[src/rtl/uart_tx_fifo.sv]
// Buffered UART transmitter: valid/ready write port into a power-of-two FIFO, frames
// serialised LSB-first with optional parity and 1..2 stop bits, back-to-back while data waits.
module uart_tx_fifo #(
  parameter int unsigned C_CLK_FRQ         = 100_000_000,
  parameter int unsigned C_UART_RATE       = 1_000_000,
  parameter int unsigned C_UART_DATA_WIDTH = 8,
  parameter int unsigned C_UART_PARITY     = 0,
  parameter int unsigned C_UART_STOP       = 1,
  parameter int unsigned C_FIFO_DEPTH      = 16
) (
  input  logic                               clk,
  input  logic                               rstb,
  input  logic [C_UART_DATA_WIDTH-1:0]       s_data,
  input  logic                               s_valid,
  output logic                               s_ready,
  output logic [$clog2(C_FIFO_DEPTH):0]      level,
  output logic                               busy,
  output logic                               done,
  output logic                               tx
);

  localparam int unsigned C_PERIOD = C_CLK_FRQ / C_UART_RATE;
  localparam int unsigned CntW     = (C_PERIOD > 1) ? $clog2(C_PERIOD) : 1;
  localparam int unsigned AddrW    = $clog2(C_FIFO_DEPTH);
  localparam int unsigned LvlW     = AddrW + 1;
  localparam int unsigned BitW     = 4;
  localparam bit          ParEn    = (C_UART_PARITY != 0);
  localparam bit          ParOdd   = (C_UART_PARITY == 2);

  if (C_PERIOD < 2 || C_UART_DATA_WIDTH < 5 || C_UART_DATA_WIDTH > 9 ||
      C_UART_PARITY > 2 || C_UART_STOP < 1 || C_UART_STOP > 2 || C_FIFO_DEPTH < 2 ||
      (C_FIFO_DEPTH & (C_FIFO_DEPTH - 1)) != 0) begin : g_param_check
    $fatal(1, "uart_tx_fifo: illegal parameter value");
  end

  typedef enum logic [2:0] {StIdle, StStart, StData, StParity, StStop} state_e;

  // FIFO storage and bookkeeping
  logic [C_UART_DATA_WIDTH-1:0] mem_q [C_FIFO_DEPTH];
  logic [AddrW-1:0]             wr_ptr_q, rd_ptr_q;
  logic [LvlW-1:0]              level_q, level_d;
  logic                         push, pop, full;
  logic [C_UART_DATA_WIDTH-1:0] head;
  logic                         head_par;

  // Transmitter state
  state_e                       state_q;
  logic [CntW-1:0]              cnt_q;
  logic [BitW-1:0]              bit_q;
  logic [C_UART_DATA_WIDTH-1:0] shift_q;
  logic                         par_q;
  logic                         tx_q, done_q, busy_q;
  logic                         bit_end, last_data, last_stop;

  assign full     = (level_q == LvlW'(C_FIFO_DEPTH));
  assign s_ready  = ~full;
  assign push     = s_valid & s_ready;
  assign head     = mem_q[rd_ptr_q];
  assign head_par = (^head) ^ ParOdd;

  assign bit_end   = (cnt_q == CntW'(C_PERIOD - 1));
  assign last_data = (bit_q == BitW'(C_UART_DATA_WIDTH - 1));
  assign last_stop = (bit_q == BitW'(C_UART_STOP - 1));

  // A pop happens from IDLE, or on the final clock of the last stop bit so the next
  // start bit follows without an idle gap.
  assign pop = (level_q != '0) &&
               ((state_q == StIdle) || (state_q == StStop && bit_end && last_stop));

  always_comb begin
    level_d = level_q;
    if (push && !pop) begin
      level_d = level_q + LvlW'(1);
    end else if (pop && !push) begin
      level_d = level_q - LvlW'(1);
    end
  end

  always_ff @(posedge clk) begin
    if (push) begin
      mem_q[wr_ptr_q] <= s_data;
    end
  end

  always_ff @(posedge clk or negedge rstb) begin
    if (!rstb) begin
      wr_ptr_q <= '0;
      rd_ptr_q <= '0;
      level_q  <= '0;
    end else begin
      if (push) begin
        wr_ptr_q <= wr_ptr_q + AddrW'(1);
      end
      if (pop) begin
        rd_ptr_q <= rd_ptr_q + AddrW'(1);
      end
      level_q <= level_d;
    end
  end

  // tx, done and busy are registered from the current state, so the line trails the
  // state register by one clock uniformly and every bit keeps its full period.
  always_ff @(posedge clk or negedge rstb) begin
    if (!rstb) begin
      state_q <= StIdle;
      cnt_q   <= '0;
      bit_q   <= '0;
      shift_q <= '0;
      par_q   <= 1'b0;
      tx_q    <= 1'b1;
      done_q  <= 1'b0;
      busy_q  <= 1'b0;
    end else begin
      done_q <= 1'b0;
      busy_q <= (state_q != StIdle) || (level_q != '0);
      cnt_q  <= (state_q == StIdle || bit_end) ? '0 : cnt_q + CntW'(1);
      unique case (state_q)
        StIdle: begin
          tx_q <= 1'b1;
          if (pop) begin
            shift_q <= head;
            par_q   <= head_par;
            bit_q   <= '0;
            state_q <= StStart;
          end
        end
        StStart: begin
          tx_q <= 1'b0;
          if (bit_end) begin
            bit_q   <= '0;
            state_q <= StData;
          end
        end
        StData: begin
          tx_q <= shift_q[0];
          if (bit_end) begin
            shift_q <= shift_q >> 1;
            if (last_data) begin
              bit_q   <= '0;
              state_q <= ParEn ? StParity : StStop;
            end else begin
              bit_q <= bit_q + BitW'(1);
            end
          end
        end
        StParity: begin
          tx_q <= par_q;
          if (bit_end) begin
            bit_q   <= '0;
            state_q <= StStop;
          end
        end
        StStop: begin
          tx_q <= 1'b1;
          if (bit_end) begin
            if (last_stop) begin
              done_q <= 1'b1;
              bit_q  <= '0;
              if (pop) begin
                shift_q <= head;
                par_q   <= head_par;
                state_q <= StStart;
              end else begin
                state_q <= StIdle;
              end
            end else begin
              bit_q <= bit_q + BitW'(1);
            end
          end
        end
        default: begin
          tx_q    <= 1'b1;
          bit_q   <= '0;
          state_q <= StIdle;
        end
      endcase
    end
  end

  assign level = level_q;
  assign busy  = busy_q;
  assign done  = done_q;
  assign tx    = tx_q;

endmodule

[config.mk]
export PLATFORM = sky130hd
export DESIGN_NAME = uart_tx_fifo
export DESIGN_NICKNAME = d
export VERILOG_FILES = /design/src/rtl/uart_tx_fifo.sv
export SDC_FILE = /design/constraint.sdc
export NUM_CORES = 1
export LEC_CHECK = 0
export ABC_CLOCK_PERIOD_IN_PS = 6400
export CAP_MARGIN = 30
export CORE_ASPECT_RATIO = 0.5
export CORE_MARGIN = 5
export CORE_UTILIZATION = 60
export CTS_BUF_LIST = sky130_fd_sc_hd__clkbuf_4
export DETAILED_ROUTE_END_ITERATION = 10
export GPL_TIMING_DRIVEN = 0
export HOLD_SLACK_MARGIN = 0.08
export PLACE_DENSITY_LB_ADDON = 0.08
export RECOVER_POWER = 25
export SYNTH_ARGS = -nofsm -noshare
export SYNTH_HDL_FRONTEND = slang
export SYNTH_SLANG_ARGS = --single-unit
[constraint.sdc]
create_clock -name clk -period 6.4 [get_ports clk]
set_input_delay 1.28 -clock clk [delete_from_list [all_inputs] [get_ports clk]]
set_output_delay 1.28 -clock clk [all_outputs]
set_load 0.02 [all_outputs]
[Word level (Yosys, flattened, before mapping)]
Memory sizes are Yosys's and may differ from the RTL's.
Index checks and enable logic that the tools add are counted.
Word-level totals
  output and inout bits: 9
  RAM bits: 128
  memories kept: 1
  flip-flop bits (word level): 39
  logic and storage cells: 92
  input bits: 11
Memories
  mem_q: words 16, width 8, rd ports 1, clocked after memory_dff 0, write ports 1, line 39  | logic [C_UART_DATA_WIDTH-1:0] mem_q [C_FIFO_DEPTH];
Operators by class
  eq/ne operators: 15
  bitwise gates (word level): 2
  reductions and logical operators: 23
  add/subtract/negate cells: 6
  muxes and demuxes: 34
Operator list (number)
  $mux W8: 4
  $mux W4: 6
  $pmux W8 S3: 1
  $mux W3: 7
  $pmux W4 S4: 1
  $pmux W3 S5: 1
  $ne A2 B2 Y1 const B: 7
  $add A4 B1 Y4 const B: 3
  $mux W5: 2
  $mux W1: 9
  $reduce_and A4 Y1: 2
  $reduce_xor A8 Y1: 1
  $add A7 B1 Y7 const B: 1
  $eq A7 B7 Y1 const B: 1
  $mux W7: 1
  $reduce_and A7 Y1: 1
  $eq A3 B2 Y1 const B: 2
  $reduce_bool A3 Y1: 2
  $add A5 B1 Y5 const B: 1
  $eq A5 B5 Y1 const B: 1
  $logic_and A1 B1 Y1: 5
  $reduce_bool A5 Y1: 1
  $sub A5 B1 Y5 const B: 1
  $eq A4 B3 Y1 const B: 1
  14 further kinds: 18

[Logic depth before layout (Yosys ltp)]
Gate-level depths: netlist of run 1.
  depth after elaboration: 9
  gate-level depth with buffers: 15
  depth with buffers taken out: 15

[Worst setup path before layout of run 1]
No wires, ideal clock.
  path kind: input to register
  start: input s_valid
  end: register level_q[4], in the netlist level[4]
  buffers on the path: 1
  library setup time: 132 ps
  path slack: 3294 ps
  stages on the path: 10
  data required time: 6268 ps
  data arrival time: 2974 ps
  path through: and2_1 clkbuf_1 ha_1 inv_1 fa_1 a21o_1 a21oi_1 xnor2_1 nor2_1 xor2_1
On the way
  word-level cells in the longest chain between the ends: 4
  elaborated cells on any way between the ends: 6
  those cells by class: mux (1); bitwise (1); reduce/logical (4)
RTL lines
  start, declared: line 14  | input logic s_valid,
  $and A1 B1 Y1 *: line 57  | assign push = s_valid & s_ready;
  named net push: line 42  | logic push, pop, full;
  $logic_not A1 Y1: line 74  | end else if (pop && !push) begin
  $logic_and A1 B1 Y1: line 74
  $reduce_bool A2 Y1 (no source line)
  end signal, assigned: line 97  | level_q <= level_d;
  end, declared: line 41  | logic [LvlW-1:0] level_q, level_d;
The timed path passes the listed nets; every way through them passes the cells marked *.
A chain may end at the register's enable or synchronous reset.

[Worst setup path after layout of run 1]
  start: register level_q[0], in the netlist level[0]
  end: output s_ready
On the way
  word-level cells in the longest chain between the ends: 2
RTL lines
  $eq A5 B5 Y1: line 55  | assign full = (level_q == LvlW'(C_FIFO_DEPTH));
  $not A1 Y1: line 56  | assign s_ready = ~full;
  end, declared: line 15  | output logic s_ready,
No other way between the ends.

==> summary.txt, run 1 <==
Logic synthesis
  • Synth area leaders: edfxtp_1 55%, dfrtp_1 14%, mux4_2 6.8%
  • Fraction of registers with async set or reset after synthesis: between 20% and 30%
  • Synthesized cell area: between 6000 and 7000 µm²
  • Number of flops mapped to enable cells by yosys: about 130
  • Yosys warning total: 0
  • Commonest register cell after synthesis: edfxtp_1
  • Net count of the mapped netlist: 454
  • Most frequent cells after synthesis: 128 x edfxtp_1, 46 x nand2_1, 38 x dfrtp_1, 38 x nor2_1, 21 x mux4_2
  • Flip-flop and latch count after synthesis: between 150 and 200
  • Count leader, synth: edfxtp_1
  • Fraction of synthesized cell area taken by the top area cell type: 55.0%
  • Largest area contributor in the netlist: edfxtp_1
  • Synthesized instance count: 430
  • Synth Area per Inst: ~16 µm²
  • Share of the yosys chip area belonging to registers: between 60% and 70%
  • Unique cell type count in the Yosys netlist: between 40 and 50

Worst setup path
  • Max incr delay on CP: 0.55 ns
  • Worst path cell trace: nor4_1, nand2_1, clkdlybuf4s50_1
  • Crit path max fanout: 5
  • Critical path arrival: approximately 2.1 ns
  • Nature of the critical path endpoint: primary output
  • Start-to-end type of the worst setup path: reg2out
  • Cell at the slowest stage of the critical path: clkdlybuf4s50_1
  • Type of element launching the critical path: register
  • CP Data Required Time: between 5 and 6 ns

Die
  • Core Footprint: approximately 11000 µm²
  • Chip height: between 80 and 90 µm
  • Area of the die: roughly 14000 µm²
  • Count of standard-cell rows: 27
  • Die Wd: 163 µm
  • Initial cell density of the core: a little over three fifths
  • I/O pin count: 20

STA
  • Total count of max-transition violations in the final report: 40
  • Max_slew headroom: -33.4%
  • Slack of the critical path: around 3.0 ns
  • Fin crit share: between 50 and 60%
  • Final setup violation count: 0
  • Worst-margin pin slew: 2.00 ns
  • Final hold vios: 0
  • Final worst hold slack: 0.504 ns
  • Unrepaired setup endpoints after global routing: false
  • Final worst clock skew: approximately 0.02 ns
  • Fmax: ~0.3 GHz
  • Final Critical Period: around 3.4 ns
  • Setup TNS Final: 0 ns

Layout
  • Diodes inserted: 0
  • Layout net count: between 400 and 500
  • Share of final-layout standard cells stronger than drive strength 1: 15.5%
  • Number of filler cells placed in the layout: roughly 750
  • Area added between synthesis and finish: 10.0%
  • Final instance area: 7680 µm²

GRT
  • Pin count of the biggest net entering global routing: 40
  • Antenna violations before repair: 0
  • Vias in the first global route: just under 4000
  • Wire length of the first global-routing pass: approximately 21000 µm
  • All-layer global routing usage: approximately 20%
  • Overall overflow remaining after global route: 0

Clock tree
  • Max Buffers Root-to-Sink: 2
  • Post-CTS clock slew at the launch and capture registers of the worst setup and hold paths: about 0.15 ns
  • Clk Tree Root Cell: clkbuf_4
  • Post-CTS setup repair buffer count: 0
  • H-Tree Depth: 4
  • Total clock buffers created by CTS: 17
  • Number of gates resized after CTS: 0
  • Worst skew pair latency: around 0.55 ns
  • Hold-fix buffers, CTS: 0
  • Clk sinks: 167
  • TritonCTS clock tree: done

Power and ir drop
  • Leakage Power: between 2 and 3 nW
  • Worst supply voltage drop on vdd: between 0.15 and 0.2 mV
  • Total power per unit cell area: roughly 300 nW/µm²
  • Overall power consumption: roughly 2.3 mW

Place
  • Port buffer count: 19
  • Post-placement setup slack: ~2.6 ns
  • Final weighted congestion in routability-driven placement: between 0.8 and 0.9
  • Placement-stage cell area: roughly 7400 µm²
  • Hpwl dp: slightly above 9000 µm

Route
  • Avg Vias per Cell: 5.92
  • Avg WL per Cell: slightly above 20 µm
  • Drt total wl: 13200 µm
  • Post-route ant nets: 0
  • DRT iter0 DRCs: between 300 and 400
  • Vias post-DR: about 3800
  • First-pass DRT Iterations: 6
  • Detailed-route DRC error count: 0

Outcome
  • Violations in the final reports: capacitance limit, slew limit
  • Run status: finished, violations left

Min path
  • Hold Crit Class: reg2reg

Run
  • Number of max-capacitance violations reported: 1
-- area by class of cell --
class                   count  area, µm²  area share [%]
inverters                   9       33.8           0.440
multi-input cells         235       1990            25.9
clock inverters            15        160            2.08
flip-flops and latches    167       4820            62.7
plain buffers              19        138            1.79
repair buffers             23        214            2.78
well taps                 159        199            2.59
clock buffers              17        128            1.66
-- cells by family (layout without fill, tap and decap cells) --
| kind of cell | count (synthesis) | after routing | share of synthesized area [%] |
|---|---|---|---|
| flops | 167 | 167 | 69.0 |
| simple gates | 116 | 116 | 7.31 |
| compound gates | 49 | 49 | 4.66 |
| mux | 34 | 34 | 11.2 |
| buf+inv | 28 | 83 | 2.45 |
| xor+xnor | 23 | 23 | 2.88 |
| fa+ha+maj | 13 | 13 | 2.44 |
-- per-stage QoR --
| stage | utilization, % | std cells |
|---|---|---|
| after CTS | 68.7 | 644 |
| after floorplan | - | 430 |
| final | 68.7 | 644 |
| after global placement | 65.9 | 608 |
| after detailed placement | 66.2 | 612 |
| after global routing | 68.7 | 644 |
-- critical path, delay by kind of cell (launching register included) --
| family | cells | cell delay, ns |
|---|---|---|
| DFF | 1 | 0.48 |
| and+or+nand+nor | 2 | 0.51 |
| buffers and inverters | 1 | 0.55 |
-- flip-flops by register name, summed over array words and instances (netlist names) --
register,flops
done,1
par_q,1
tx,1
rd_ptr_q,4
shift_q,8
wr_ptr_q,4
mem_q,128
cnt_q,7
busy,1
state_q,3
level,5
bit_q,4
-- path summary, 6_finish.rpt --
kind                          start         end  slack (ns)  cells after the start
setup / recovery           level[0]     s_ready        3.03                      3
hold / removal             cnt_q[0]    cnt_q[0]        0.50                      1
setup reg to reg           bit_q[0]    level[4]        3.17                     15
hold reg to reg            cnt_q[0]    cnt_q[0]        0.50                      1
max in group asynchronous      rstb  shift_q[6]        3.99                      1
min in group asynchronous      rstb  state_q[1]        1.27                      1
-- cell usage in the layout (no fill, tap or decap), types with 3 or more instances in the layout --
cell               n
edfxtp_1         128
clkbuf_4          17
buf_2              4
mux4_2            21
inv_8              5
nand2b_1           7
nor3_1             4
mux4_1            11
o31ai_1            3
clkdlybuf4s50_1   13
xor2_1             5
and2_1             3
dfrtp_1           38
a22oi_1           17
o21ai_0           10
inv_1              9
clkdlybuf4s25_2    3
xnor2_1           18
nor2b_1            3
nand3_1            6
dlygate4sd3_1      5
nand2_1           46
a31oi_1            7
ha_1              12
a21oi_1            4
clkinv_8           3
clkinv_4           3
buf_4              7
nor2_1            38
clkbuf_1           6
-- layer usage --
layer  up-vias  routed length, µm  GRT usage (%)
met5         -                  0              0
met4         0                176           6.24
met3        22               1100           5.46
met2       145               6110           31.6
met1      1913               5820           28.6
li1       1730                  -              -
-- power by group --
part           switching (mW)  internal (mW)
clock                   0.416          0.178
combinational           0.219          0.147
sequential             0.0468           1.28
total                   0.681           1.61
Note: power is estimated with default switching activity, not from simulation.
==> run 2: changes to the inputs <==
--- a/config.mk
+++ b/config.mk
@@ -5,7 +5,7 @@
 export SDC_FILE = /design/constraint.sdc
 export NUM_CORES = 1
 export LEC_CHECK = 0
-export ABC_CLOCK_PERIOD_IN_PS = 6400
+export ABC_CLOCK_PERIOD_IN_PS = 3200
 export CAP_MARGIN = 30
 export CORE_ASPECT_RATIO = 0.5
 export CORE_MARGIN = 5
==> constraint.sdc (replaced) <==
create_clock -name clk -period 3.2 [get_ports clk]
set_input_delay 0.64 -clock clk [delete_from_list [all_inputs] [get_ports clk]]
set_output_delay 0.64 -clock clk [all_outputs]
set_load 0.02 [all_outputs]
==> run 2 against run 1 <==
Against the previous run:
- the run still ends with capacitance limit, slew limit left
- largest power group unchanged
- clock skew rose by 0.0030 ns
- non-clock buffer count rose by 5
- routed wire length up 0.97%
- sequential share of layout area shrank 0.44 points
- utilization up 0.48 points
- register-to-register slack got worse by 2.9 ns
- combinational power is 100% higher
- worst setup slack got worse by 2.7 ns
- global-route usage hardly changed
==> summary.txt, run 2 (same netlist as run 1, synthesis figures left out) <==
Place
  • Post-placement setup slack: -0.00533 ns (-2.60 ns)
  • Cell total after placement: 612 (unchanged)
  • Final weighted congestion in routability-driven placement: 0.880 (unchanged)
  • Hpwl dp: 9180 µm (unchanged)
  • Port buffer count: 19 (unchanged)

Clock tree
  • Clk Tree Root Cell: clkbuf_4
  • Post-CTS clock slew at the launch and capture registers of the worst setup and hold paths: 0.15 ns (about the same)
  • Max Buffers Root-to-Sink: 2 (unchanged)
  • Clk sinks: 167 (unchanged)
  • Worst skew pair latency: 0.57 ns (+0.02 ns)
  • Total clock buffers created by CTS: 17 (unchanged)
  • H-Tree Depth: 4 (unchanged)
  • TritonCTS clock tree: done

Min path
  • Hold Crit Class: reg2reg

Worst setup path
  • Critical path arrival: 3.38 ns (+1.29 ns)
  • FF-to-FF setup slack: 0.28 ns (-2.89 ns)
  • CP Data Required Time: 3.66 ns (-1.46 ns)
  • Start-to-end type of the worst setup path: reg2reg
  • Launch point of the worst path: bit_q[0]
  • Crit path max fanout: 5 (unchanged)
  • Nature of the critical path endpoint: register
  • R2r startpoint: bit_q[0]
  • Type of element launching the critical path: register
  • Reg2Reg Depth: 15 (unchanged)
  • CP endpoint: level[4]
  • Critical register-to-register path endpoint: level[4]

Die
  • Chip height: 86.3 µm (unchanged)
  • Count of standard-cell rows: 27 (unchanged)
  • Die Wd: 163 µm (unchanged)
  • I/O pin count: 20 (unchanged)
  • Area of the die: 14000 µm² (unchanged)
  • Initial cell density of the core: 62.5% (unchanged)
  • Core Footprint: 11200 µm² (unchanged)

Layout
  • Most used cells in the layout excluding fill and tap cells: 128 x edfxtp_1, 46 x nand2_1, 38 x nor2_1, 38 x dfrtp_1, 21 x mux4_2
  • Share of final-layout standard cells stronger than drive strength 1: 16.7% (+1.3 points)
  • Most flop-heavy register: mem_q
  • Flip-flop count of the largest register, all copies and words added: 128 (unchanged)
  • Number of filler cells placed in the layout: 740 (-0.67%)
  • Registers with the most flip-flops: mem_q: 128 flops, shift_q: 8 flops, cnt_q: 7 flops
  • Area used by multi-input combinational logic: 2010 µm² (+0.82%)
  • Diodes inserted: 0 (unchanged)
  • Final cell count without fillers: 649 (+0.78%)
  • Area added between synthesis and finish: 10.8%
  • Most frequent standard cell in the layout excluding fill and tap cells: edfxtp_1
  • Utilization of the core after routing: 69.2% (+0.48 points)
  • Layout net count: 501 (+1.0%)
  • Flip-flop and latch area: 4820 µm² (unchanged)

Power and ir drop
  • Switching power: 1.37 mW (+100%)
  • Switch share: 29.8% (+0.050 points)
  • Internal cell power: 3.21 mW (+100%)
  • Clk network pwr share: 25.9% (about the same)
  • Total power per unit cell area: 592 nW/µm² (+99%)
  • Worst supply voltage drop on vdd: 0.306 mV (+100%)
  • Leakage Power: 2.73 nW (+1.2%)
  • Reg power frac: 58.1% (about the same)
  • Portion of total power attributed to combinational logic: 16.0% (about the same)

GRT
  • Met1 Usage GRT: 28.6% (+0.033 points)
  • Global routing usage on met2: 31.7% (+0.11 points)
  • All-layer global routing usage: 20.3% (+0.032 points)
  • Wire length of the first global-routing pass: 21000 µm (+0.13%)
  • Most Used Layer, Global Route: met2
  • Vias in the first global route: 3872 (-0.15%)
  • Overall overflow remaining after global route: 0 (unchanged)
  • Antenna violations before repair: 0 (unchanged)
  • Met3 Usage GRT: 5.46% (unchanged)
  • Pin count of the biggest net entering global routing: 40 (unchanged)

Route
  • Post-route ant nets: 0 (unchanged)
  • First-pass DRT Iterations: 5 (-1)
  • Avg WL per Cell: 20.5 µm (+0.19%)
  • Drt total wl: 13300 µm (+0.97%)
  • DRT iter0 DRCs: 383 (-0.78%)
  • Vias post-DR: 3890 (+2.1%)
  • Detailed-route DRC error count: 0 (unchanged)
  • Avg Vias per Cell: 5.99 (+1.3%)

STA
  • Worst-margin pin slew: 2.00 ns (+0.000909 ns)
  • Final worst hold slack: 0.503 ns (-0.000295 ns)
  • Setup TNS Final: 0 ns (unchanged)
  • Fin crit share: about 90%
  • Final setup violation count: 0 (unchanged)
  • Final Critical Period: ~3 ns
  • Fmax: about 0.34 GHz
  • Max_slew headroom: -33.4% (-0.061 points)
  • Final hold vios: 0 (unchanged)
  • Unrepaired setup endpoints after global routing: false
  • Slack of the critical path: 0.285 ns (-2.74 ns)
  • Total count of max-transition violations in the final report: 40 (unchanged)
  • Final worst clock skew: 0.0230 ns (+0.00299 ns)

Run
  • Number of max-capacitance violations reported: 1 (unchanged)

Outcome
  • Violations in the final reports: capacitance limit, slew limit
  • Run status: finished, violations left
==> run 2: final cells by class <==
cell class                 instances  share of cell area (%)
clock inverter                    15                    2.07
clock buffer                      17                    1.65
timing repair buffer              28                    3.25
inverter                           9                   0.437
tap                              159                    2.57
multi-input combinational        235                    25.9
sequential                       167                    62.3
buffer                            19                    1.78
==> run 2: power by group through the flow <==
stage	combinational, mW	clock, mW	sequential [mW]
global route	0.815	1.30	2.68
global placement	0.679	0	2.69
CTS	0.738	1.21	2.66
floorplan	0.431	0	2.71
detailed placement	0.735	0	2.71
finish	0.733	1.19	2.66
==> run 2: repair_timing <==
action                     in CTS  in global routing
resized for setup               1                  2
hold buffers                    0                  0
setup endpoints to repair       1                  1
buffers inserted                0                  5
pin swaps                       0                  1
==> run 2: worst min-delay path by stage <==
stage / slack, ns / depth (start not counted) / startpoint / to
floorplan: 0.34 / 0 / rstb / bit_q[0]
global placement: 0.47 / 1 / cnt_q[0] / cnt_q[0]
detailed placement: 0.49 / 1 / cnt_q[0] / cnt_q[0]
CTS: 0.18 / 1 / rstb / level[4]
global route: 0.54 / 1 / cnt_q[0] / cnt_q[0]
finish: 0.50 / 1 / cnt_q[0] / cnt_q[0]
==> run 2: layer usage <==
layer	vias to the layer above	wire, µm
met5	-	0
met4	0	163
met3	23	1120
met2	151	6150
met1	1972	5900
li1	1744	-
==> run 2: per-stage QoR <==
stage | total power, mW | instance area, µm²
final | 4.58 | 7740
after global routing | 4.80 | 7740
after CTS | 4.60 | 7690
after detailed placement | 3.44 | 7400
after global placement | 3.36 | 7370
after floorplan | 3.15 | 6980
==> run 2: critical path: stages (launching register included) <==
cell     delay (ns)
dfrtp_1        0.45
inv_1          0.08
ha_1           0.14
nor2b_1        0.18
nor2b_2        0.20
nand2_1        0.14
a21oi_4        0.18
inv_1          0.08
ha_1           0.20
inv_1          0.14
ha_1           0.29
a21o_1         0.20
a21oi_1        0.19
xnor2_1        0.14
nor2_1         0.06
xor2_1         0.15
==> run 3: changes to the inputs <==
--- a/config.mk
+++ b/config.mk
@@ -8,7 +8,7 @@
 export ABC_CLOCK_PERIOD_IN_PS = 3200
 export CAP_MARGIN = 30
 export CORE_ASPECT_RATIO = 0.5
-export CORE_MARGIN = 5
+export CORE_MARGIN = 2
 export CORE_UTILIZATION = 60
 export CTS_BUF_LIST = sky130_fd_sc_hd__clkbuf_4
 export DETAILED_ROUTE_END_ITERATION = 10
==> run 3 against run 2 <==
Against the previous run:
- critical endpoint unchanged
- the run still ends with capacitance limit, slew limit left
- cell count decreased by 0.62%
- clock skew decreased by 0.0059 ns
- global-route usage increased by 3.8 points
- critical path type unchanged
- hold slack improved by 0.0067 ns
- combinational power decreased by 0.8%
- power increased by 1.9%
- clock power increased by 8%
- sequential power about the same
- register-to-register slack got worse by 0.07 ns
- sequential share of layout area increased by 0.11 points
==> summary.txt, run 3 (same netlist as run 1, synthesis figures left out) <==
Route
  • Length of routed met2 wiring: 6400 µm (+4.1%)
  • Drt total wl: 13500 µm (+1.4%)
  • Post-route ant nets: 0 (unchanged)
  • Detailed-route DRC error count: 0 (unchanged)
  • Metal3 WL: 992 µm (-11%)
  • Avg WL per Cell: 21.0 µm (+2.1%)
  • Vias post-DR: 3840 (-1.3%)
  • First-pass DRT Iterations: 5 (unchanged)
  • Highest metal layer with signal wires: met4
  • Avg Vias per Cell: 5.95 (-0.67%)
  • DRT iter0 DRCs: 282 (-26%)
  • Sum of routed wire segments on met1: 5980 µm (+1.4%)

Layout
  • Share of final-layout standard cells stronger than drive strength 1: 15.6% (-1.1 points)
  • Area added between synthesis and finish: 10.6%
  • Most flop-heavy register: mem_q
  • Diodes inserted: 0 (unchanged)
  • Area used by multi-input combinational logic: 2000 µm² (-0.44%)
  • Flip-flop count of the largest register, all copies and words added: 128 (unchanged)
  • Layout net count: 497 (-0.80%)
  • Registers with the most flip-flops: mem_q: 128 flops, shift_q: 8 flops, cnt_q: 7 flops
  • Utilization of the core after routing: 69.1% (-0.12 points)
  • Flip-flop and latch area: 4820 µm² (unchanged)
  • Most used cells in the layout excluding fill and tap cells: 128 x edfxtp_1, 46 x nand2_1, 38 x nor2_1, 38 x dfrtp_1, 21 x mux4_2
  • Final instance area: 7720 µm² (-0.18%)
  • Number of filler cells placed in the layout: 718 (-3.0%)
  • Most frequent standard cell in the layout excluding fill and tap cells: edfxtp_1

STA
  • Total count of max-transition violations in the final report: 40 (unchanged)
  • Final setup violation count: 0 (unchanged)
  • Worst-margin pin slew: 2.05 ns (+0.0453 ns)
  • Fmax: 0.335 GHz (-2.5%)
  • Unrepaired setup endpoints after global routing: false
  • Fin crit share: 93.4% (+2.3 points)
  • Final worst clock skew: 0.0171 ns (-0.00591 ns)
  • Max_slew headroom: -36.5% (-3.0 points)
  • Final Critical Period: 2.99 ns (+0.0739 ns)
  • Final hold vios: 0 (unchanged)

GRT
  • Pin count of the biggest net entering global routing: 40 (unchanged)
  • Vias in the first global route: 3827 (-1.2%)
  • Overall overflow remaining after global route: 0 (unchanged)
  • Antenna violations before repair: 0 (unchanged)
  • Wire length of the first global-routing pass: 21400 µm (+2.0%)
  • All-layer global routing usage: 24.1% (+3.8 points)

Clock tree
  • Worst skew pair latency: 0.56 ns (about the same)
  • H-Tree Depth: 4 (unchanged)
  • TritonCTS clock tree: done
  • Clk Tree Root Cell: clkbuf_4
  • Post-CTS clock slew at the launch and capture registers of the worst setup and hold paths: 0.15 ns (about the same)
  • Total clock buffers created by CTS: 17 (unchanged)
  • Clk sinks: 167 (unchanged)
  • Max Buffers Root-to-Sink: 2 (unchanged)
  • Hold-fix buffers, CTS: 0 (unchanged)

Place
  • Port buffer count: 19 (unchanged)
  • Hpwl dp: 9260 µm (+0.88%)
  • Placement-stage cell area: 7400 µm² (unchanged)
  • Final weighted congestion in routability-driven placement: 0.817 (-7.1%)

Power and ir drop
  • Worst supply voltage drop on vdd: 0.293 mV (-4.2%)
  • Switching power: 1.37 mW (+0.34%)
  • Total power per unit cell area: 604 nW/µm² (+2.0%)
  • Internal cell power: 3.29 mW (+2.5%)
  • Switch share: 29.4% (-0.45 points)
  • Reg power frac: 57.0% (-1.1 points)
  • Portion of total power attributed to combinational logic: 15.6% (-0.4 points)
  • Clk network pwr share: 27.4% (+1.5 points)
  • Leakage Power: 2.72 nW (-0.55%)

Die
  • Core Footprint: 11200 µm² (unchanged)
  • Initial cell density of the core: 62.5% (unchanged)
  • Area of the die: 12600 µm² (-10%)
  • Count of standard-cell rows: 27 (unchanged)
  • Chip height: 80.3 µm (-7.0%)
  • Die Wd: 157 µm (-3.7%)
  • I/O pin count: 20 (unchanged)

Worst setup path
  • Nature of the critical path endpoint: register
  • Reg2Reg Depth: 14 (-1)
  • Crit path max fanout: 4 (-1)
  • Start-to-end type of the worst setup path: reg2reg
  • Type of element launching the critical path: register
  • Critical path arrival: 3.46 ns (+0.08 ns)
  • CP Data Required Time: 3.67 ns (about the same)

Min path
  • Min-Delay Path Depth: 1 (unchanged)
  • Hold Crit Class: reg2reg

Outcome
  • Run status: finished, violations left
  • Violations in the final reports: capacitance limit, slew limit

Run
  • Number of max-capacitance violations reported: 1 (unchanged)
==> run 3: path summary, 6_finish.rpt <==
check	start	end	slack (ns)
max reg2reg	cnt_q[0]	level[4]	0.21
max in group asynchronous	rstb	cnt_q[1]	1.39
min reg2reg	cnt_q[0]	cnt_q[0]	0.51
max	cnt_q[0]	level[4]	0.21
min	cnt_q[0]	cnt_q[0]	0.51
min in group asynchronous	rstb	level[1]	0.64
==> run 3: area by class of cell <==
cell class                 count  share of cell area (%)
timing repair buffer          24                    2.87
inverter                       9                   0.437
clock buffer                  17                    1.65
tap                          159                    2.58
multi-input combinational    235                    25.9
buffer                        19                    1.78
sequential                   167                    62.4
clock inverter                15                    2.40
==> run 3: critical path: stages (launching register included) <==
cell,delay (ns)
dfrtp_1,0.42
ha_1,0.23
nand2_1,0.10
nor4_1,0.28
nand2_1,0.20
a21oi_4,0.20
inv_1,0.08
ha_1,0.21
inv_1,0.14
ha_1,0.29
a21o_1,0.20
a21oi_1,0.18
xnor2_1,0.14
nor2_1,0.06
xor2_1,0.15
==> run 3: per-layer routing <==
metal	track usage, %	up-vias
li1	-	1730
met1	33.7	1943
met2	37.6	150
met3	7.50	17
met4	6.06	0
met5	0	-
==> run 3: metrics by stage <==
| step | TNS (ns) | setup WS (ns) | cells | hold slack, ns | power [mW] |
|---|---|---|---|---|---|
| floorplan | 0 | 0.342 | 430 | 0.344 | 3.15 |
| global placement | 0 | 0.0152 | 608 | 0.469 | 3.36 |
| detailed placement | -0.0723 | -0.0723 | 612 | 0.495 | 3.44 |
| CTS | 0 | 0.0177 | 644 | 0.163 | 4.70 |
| global route | 0 | 0.00206 | 645 | 0.542 | 4.88 |
| finish | 0 | 0.211 | 645 | 0.510 | 4.67 |
==> run 3: power groups by stage <==
stage	clock [mW]	combinational, mW	sequential, mW
6_report	1.28	0.727	2.66
5_1_grt	1.39	0.802	2.68
4_1_cts	1.30	0.733	2.66
3_5_place_dp	0	0.729	2.71
3_3_place_gp	0	0.676	2.69
2_1_floorplan	0	0.431	2.71
==> run 3: what timing repair did <==
action / 4_1_cts / 5_1_grt
gates resized for setup: 1 / 0
setup endpoints to repair: 1 / 2
cloned: 0 / 0
pin swaps: 0 / 2
buffers inserted: 0 / 1
